===== config.mk =====
export PLATFORM = sky130hd
export DESIGN_NAME = regfile_dump_reader
export DESIGN_NICKNAME = d
export VERILOG_FILES = /design/src/rtl/regfile_dump_reader.sv
export SDC_FILE = /design/constraint.sdc
export NUM_CORES = 1
export LEC_CHECK = 0
export CORE_MARGIN = 3
export CORE_UTILIZATION = 35
export CTS_BUF_LIST = sky130_fd_sc_hd__clkbuf_16
export DETAILED_ROUTE_END_ITERATION = 8
export DONT_BUFFER_PORTS = 1
export SYNTH_ARGS = -nofsm -noshare
export SYNTH_HDL_FRONTEND = slang
export SYNTH_SLANG_ARGS = --single-unit
export TNS_END_PERCENT = 10

===== constraint.sdc =====
create_clock -name clk -period 1.7 [get_ports clk]
set_input_delay 0.255 -clock clk [delete_from_list [all_inputs] [get_ports clk]]
set_output_delay 0.255 -clock clk [all_outputs]
set_load 0.01 [all_outputs]

===== src/rtl/regfile_dump_reader.sv =====
// regfile_dump_reader
//   Debug-side reader that dumps the ID-stage register file to the host while
//   the pipeline is halted. A start pulse walks addresses 0..NUM_REGS-1 through
//   a dedicated combinational read port and serializes each DATA_W-bit value
//   MSB-first as bytes onto a valid/ready stream feeding the debug UART.
//
// Ports
//   clk       in   1       system clock
//   reset     in   1       synchronous, active-high reset (priority over abort)
//   start     in   1       one-cycle dump request, ignored while busy
//   abort     in   1       synchronous abort back to IDLE, no done pulse
//   rd_addr   out  ADDR_W  register-file read address
//   rd_data   in   DATA_W  combinational read data for rd_addr
//   tx_data   out  8       byte presented to the transmitter
//   tx_valid  out  1       tx_data is valid
//   tx_ready  in   1       transmitter accepts the byte this cycle
//   busy      out  1       high in any state other than IDLE
//   done      out  1       one-cycle pulse after the last byte is accepted
module regfile_dump_reader #(
  parameter int NUM_REGS = 32,
  parameter int ADDR_W   = 5,
  parameter int DATA_W   = 32
) (
  input  logic              clk,
  input  logic              reset,
  input  logic              start,
  input  logic              abort,
  output logic [ADDR_W-1:0] rd_addr,
  input  logic [DATA_W-1:0] rd_data,
  output logic [7:0]        tx_data,
  output logic              tx_valid,
  input  logic              tx_ready,
  output logic              busy,
  output logic              done
);

  localparam int BYTES = DATA_W / 8;
  localparam int CNT_W = (BYTES > 1) ? $clog2(BYTES) : 1;

  localparam logic [CNT_W-1:0]  LAST_CNT  = CNT_W'(BYTES - 1);
  localparam logic [ADDR_W-1:0] LAST_ADDR = ADDR_W'(NUM_REGS - 1);

  localparam logic [1:0] S_IDLE = 2'd0;
  localparam logic [1:0] S_READ = 2'd1;
  localparam logic [1:0] S_SEND = 2'd2;
  localparam logic [1:0] S_DONE = 2'd3;

  logic [1:0]        state_q, state_d;
  logic [ADDR_W-1:0] addr_q, addr_d;
  logic [DATA_W-1:0] shreg_q, shreg_d;
  logic [CNT_W-1:0]  cnt_q, cnt_d;
  logic              valid_q, busy_q, done_q;
  logic              xfer;

  // A byte leaves only while SEND is presenting it and the UART takes it.
  assign xfer = (state_q == S_SEND) && tx_ready;

  always_comb begin
    state_d = state_q;
    addr_d  = addr_q;
    shreg_d = shreg_q;
    cnt_d   = cnt_q;
    case (state_q)
      S_IDLE: begin
        if (start) begin
          addr_d  = '0;
          state_d = S_READ;
        end
      end
      S_READ: begin
        // Single capture point per register: later register-file writes to
        // this address are not reflected in the dump.
        shreg_d = rd_data;
        cnt_d   = '0;
        state_d = S_SEND;
      end
      S_SEND: begin
        if (xfer) begin
          shreg_d = shreg_q << 8;
          cnt_d   = cnt_q + 1'b1;
          if (cnt_q == LAST_CNT) begin
            if (addr_q == LAST_ADDR) begin
              state_d = S_DONE;
            end else begin
              addr_d  = addr_q + 1'b1;
              state_d = S_READ;
            end
          end
        end
      end
      default: begin
        state_d = S_IDLE;
      end
    endcase
    // Abort overrides everything, including a start arriving in IDLE.
    if (abort) begin
      state_d = S_IDLE;
      shreg_d = '0;
      cnt_d   = '0;
    end
  end

  // Outputs are registered from the next-state so they change only on edges
  // and stay frozen while SEND is stalled.
  always_ff @(posedge clk) begin
    if (reset) begin
      state_q <= S_IDLE;
      addr_q  <= '0;
      shreg_q <= '0;
      cnt_q   <= '0;
      valid_q <= 1'b0;
      busy_q  <= 1'b0;
      done_q  <= 1'b0;
    end else begin
      state_q <= state_d;
      addr_q  <= addr_d;
      shreg_q <= shreg_d;
      cnt_q   <= cnt_d;
      valid_q <= (state_d == S_SEND);
      busy_q  <= (state_d != S_IDLE);
      done_q  <= (state_d == S_DONE);
    end
  end

  assign rd_addr  = addr_q;
  assign tx_data  = shreg_q[DATA_W-1 -: 8];
  assign tx_valid = valid_q;
  assign busy     = busy_q;
  assign done     = done_q;

endmodule

# [Word level (Yosys, flattened, before mapping)]
# Cells that the tools add are included.
[op_classes] addsub=2 n_eq_ne=10 muxes=15 reduce_logical=8
[ops] op="$pmux 32 s2" n=1
[ops] op="$mux 32" n=1
[ops] op="$mux 5" n=4
[ops] op="$mux 2" n=6
[ops] op="$pmux 5 s2" n=1
[ops] op="$eq 2x2->1 const B" n=4
[ops] op="$ne 2x2->1 const B" n=3
[ops] op="$pmux 2 s3" n=1
[ops] op="$reduce_bool 2->1" n=3
[ops] op="$add 5x1->5 const B" n=1
[ops] op="$eq 5x5->1 const B" n=1
[ops] op="$reduce_and 5->1" n=1
[ops] op="$pmux 2 s2" n=1
[ops] op="$add 2x1->2 const B" n=1
[ops] op="$eq 2x1->1 const B" n=1
[ops] op="$logic_not 2->1" n=1
[ops] op="$ne 2x1->1 const B" n=1
[ops] op="$reduce_and 2->1" n=1
[ops] op="$reduce_or 2->1" n=1
[ops] op="$logic_and 1x1->1" n=1
[totals] ff_bits=44

# [Longest topological paths before layout]
[depth] depth_word=7 depth_mapped=6 depth_no_buf=6

# [Worst setup path after synthesis]
# Ideal clock, no wire load.
[synth_path] kind="reg2reg" startpoint="register addr_q[0], in the netlist rd_addr[0]" endpoint="register addr_q[3], in the netlist rd_addr[3]" arrival_ns=1.528 t_required_ns=1.628 path_slack_ns=0.100 path_stages_with_launch=7 n_path_buf=0 period_less_slack_ns=1.600 path_cell_list="dfxtp_1 -> ha_1 -> and3_1 -> ha_1 -> nand4b_4 -> a211oi_2 -> mux2i_1"
[synth_between] elab_chain_len=5 elab_cells_between_ends=8 classes_between="1 x add/sub; 2 x eq/ne; 4 x mux; 1 x reduce/logical"
[synth_rtl] item="start, declared" line="49" rtl="logic [ADDR_W-1:0] addr_q, addr_d;"
[synth_rtl] item="start signal, assigned" line="116" rtl="addr_q <= addr_d;"
[synth_rtl] item="$add 5x1->5" line="85" rtl="addr_d = addr_q + 1'b1;"
[synth_rtl] item="$mux 5" line="82" rtl="if (addr_q == LAST_ADDR) begin"
[synth_rtl] item="$mux 5" line="81" rtl="if (cnt_q == LAST_CNT) begin"
[synth_rtl] item="$mux 5" line="78" rtl="if (xfer) begin"
[synth_rtl] item="$pmux 5 s2" line="63" rtl="case (state_q)"
# Several ways; a longest one is shown, not always the timed one. The select of a mux whose other input is x is not followed.
# A chain may end at the register's enable or synchronous reset.

# [Final worst setup path]
# Same ends and word-level chain as after synthesis.

==> metrics.md <==
| Metric | Value |
|---|---|
| Outcome | completed |
| Number of synthesized flops with an enable pin | 0 |
| DRC violations left | 0 |
| Remaining Overflow, GRT | 0 |
| Largest family of logic cells by synthesized area | simple AND/OR/NAND/NOR gates |
| Capturing element type of the critical path | flop |
| Largest net degree at the start of global routing | 28 |
| Clk pin slew, worst setup/hold paths | 60 ps |
| Routed length per instance | 15.8 um |
| Setup bufs post-CTS | 0 |
| Post-synthesis compound-gate area fraction | 19.9% |
| CTS root buffer | sky130_fd_sc_hd__clkbuf_16 |
| Leading cell types in the layout, fill and taps excluded | sky130_fd_sc_hd__nand2_1, sky130_fd_sc_hd__dfxtp_1, sky130_fd_sc_hd__nor3_1 |
| CP Launch Point | rd_addr[0] |
| Final routed wirelength across all metal layers | 5.00 mm |
| First-pass iteration count of the detailed router | 4 |
| Flip-flop cell with the highest count after synthesis | sky130_fd_sc_hd__dfxtp_1 |
| DP Wirelength | 3.49 mm |
| Average cell area after synthesis | 9.09 sq um |
| Largest driver fanout on the critical path | 5 |
| First-pass GRT wire length | 7.94 mm |
| Final Net Count | 281 |
| Summed negative setup slack over all endpoints | 0 ps |
| Latest clock arrival within the worst-skew pair | 280 ps |
| Xor/xnor share of the synthesized area | 0% |
| Floorplan die width | 86.9 um |
| Post-route ant nets | 0 |
| Clock sinks | 44 |
| Fraction of registers with async set or reset after synthesis | 0% |
| Crit path launch type | flop |
| Clock tree from TritonCTS | built |
| Initial antenna violation count | 0 |
| Cell depth of the worst flop-to-flop path | 6 |
| Core area | 6130 sq um |
| Register Area | around 880 sq um |
| Power per Cell Area | about 930 nW/um^2 |
| Final critical-path required period | 1580 ps |
| Total I/O pin count | between 50 and 60 |
| Period utilization | 92.9% |
| Main area contributors after synthesis | sky130_fd_sc_hd__dfxtp_1, sky130_fd_sc_hd__a311oi_2, sky130_fd_sc_hd__nand2_1 |
| Area added between synthesis and finish | 9.18% |
| Area fraction of the dominant cell type after synthesis | 38.5% |
| Sequential area share after synthesis | 38.5% |
| Critical path start-end classification | flop to flop |
| TritonCTS buffer count | 5 |
| Setup repair after global routing missed its margin | false |
| Number of instances in the synthesized netlist | 252 |
| Cell area after synthesis | 2290 sq um |
| Number of max-slew violations in the final report | 0 |
| Overall die height | 86.9 um |
| Peak supply drop | 0.450 mV |
| Number of nets in the synthesized netlist | 292 |
| Count of final setup violators | 0 |
| CP required | 1910 ps |
| Count of vias placed by the detailed router | 1728 |
| Rows | 28 |
| Via count of the first global-routing pass | 1605 |
| Source of the worst hold timing path | reset |
| Hold Slack | 31.5 ps |
| Netlist cell types | 34 |
| Tightest Pin Transition | 381 ps |
| Number of diodes added for antenna fixing | 0 |
| DIE AREA | 7550 sq um |
| Post-CTS Hold Buffers | 0 |
| Crit Reg-Reg Startpoint | rd_addr[0] |
| Multiplexer share of the synthesized area | 1.31% |
| Simple-Gate Fraction of Synth Area | 28.5% |
| Fraction of the mapped netlist area in adder cells | 1.64% |
| Final Skew | 6.30 ps |
| Count of buffers inserted at the top-level ports | 0 |
| Number of inserted filler cells in the final layout | 624 |
| Relative slew margins | 74.6% |
| Leakage power | just under 0.9 nW |
| Max capacitance violation total | 0 |
| Most common library cell in the layout ignoring fill and taps | sky130_fd_sc_hd__nand2_1 |
| Via count normalized by instance count | 5.45 |
| CP Data Arrival Time | 1790 ps |
| Fraction of layout instances using a drive strength above 1 | 20.7% |
| CTS HTree Levels | 2 |
| Design Power | about 0.0023 W |
| Initial core utilization | 37.3% |
| Global placer's final weighted congestion | 0.711 |
| Flip-flop and latch count after synthesis | 44 |
| Pre-CTS setup slack | 57.4 ps |
| Drt first-iter violations | 98 |
| Number of hold-slack violations in the final timing report | 0 |
| Top achievable clock speed | roughly 630 MHz |
| Maximum clock path buffer count | 2 |
| Library cell with the largest summed area after synthesis | sky130_fd_sc_hd__dfxtp_1 |
| Class of the tightest hold or removal check | input port to flop |
| Warnings, synthesis | 0 |
| Global-route usage over all layers | 13.5% |
| Hold Path Cell Cnt | 1 |
| Final worst slack | 121 ps |
| Multi-input combinational cell area | 1180 sq um |
## flip-flops by register name, indices dropped and copies added (netlist names)
name	count
cnt_q	2
rd_addr	5
busy	1
tx_valid	1
done	1
shreg_q	32
state_q	2
## critical path, cell delays in order, from the launching register on
cell,delay (ps)
sky130_fd_sc_hd__dfxtp_1,310
sky130_fd_sc_hd__ha_1,200
sky130_fd_sc_hd__and3_1,180
sky130_fd_sc_hd__ha_2,180
sky130_fd_sc_hd__nand4b_4,200
sky130_fd_sc_hd__a211oi_2,220
sky130_fd_sc_hd__mux2i_1,220
## area by class of cell
cell class,instances,area share (%)
flip-flops and latches,44,35.2
clock buffers,5,5.01
clock inverters,3,1.55
inverters,1,0.150
well taps,75,3.75
repair buffers,13,6.91
multi-input cells,176,47.4
## path summary, 6_finish.rpt
kind	endpoint	slack [ps]
worst max-delay path	rd_addr[3]	120
worst min-delay path	rd_addr[4]	30
worst max register to register	rd_addr[3]	120
worst min register to register	shreg_q[0]	460
## synth_stat cells (2+ instances only)
master / count
sky130_fd_sc_hd__nor2_1: 2
sky130_fd_sc_hd__a21oi_1: 13
sky130_fd_sc_hd__nand2b_1: 4
sky130_fd_sc_hd__a31oi_1: 2
sky130_fd_sc_hd__nor2b_1: 2
sky130_fd_sc_hd__or3b_1: 4
sky130_fd_sc_hd__ha_1: 3
sky130_fd_sc_hd__buf_4: 19
sky130_fd_sc_hd__a311oi_2: 20
sky130_fd_sc_hd__dfxtp_1: 44
sky130_fd_sc_hd__nand3_1: 16
sky130_fd_sc_hd__a311oi_1: 4
sky130_fd_sc_hd__nand2_1: 58
sky130_fd_sc_hd__nand3b_1: 5
sky130_fd_sc_hd__mux2i_1: 3
sky130_fd_sc_hd__buf_2: 8
sky130_fd_sc_hd__buf_6: 4
sky130_fd_sc_hd__nor3_1: 25
## where the power goes
part,internal [W],leakage (nW),switching [W]
Sequential,0.00105,0.356,0.0000163
Combinational,0.0000800,0.427,0.000113
Clock,0.000685,0.0850,0.000381
Total,0.00182,0.868,0.000511
## cell families (layout without fill, tap and decap cells)
family                   count (synthesis)  in the layout
AO/OA/AOI/OAI                           44             44
adder cells (fa/ha/maj)                  3              3
buffers and inverters                   32             22
flip-flops                              44             44
multiplexers                             3              3
AND/OR/NAND/NOR                        126            126
## routing by layer
layer	track usage (%)	part of all wire, %
met1	17.2	47
met2	20.2	44
met3	6.15	7.0
met4	4.25	1.3
met5	0	0
## metrics by stage
step,instances,area (sq um),utilization (%)
after floorplan,252,2290,-
after global placement,309,2330,38.1
after detailed placement,309,2330,38.1
after CTS,317,2500,40.7
after global routing,317,2500,40.8
final,317,2500,40.8
## what timing repair did
action	4_1_cts	5_1_grt
resized for setup	0	1
hold endpoints to repair	0	0
setup endpoints to repair	0	1
(Power assumes the default switching activity.)
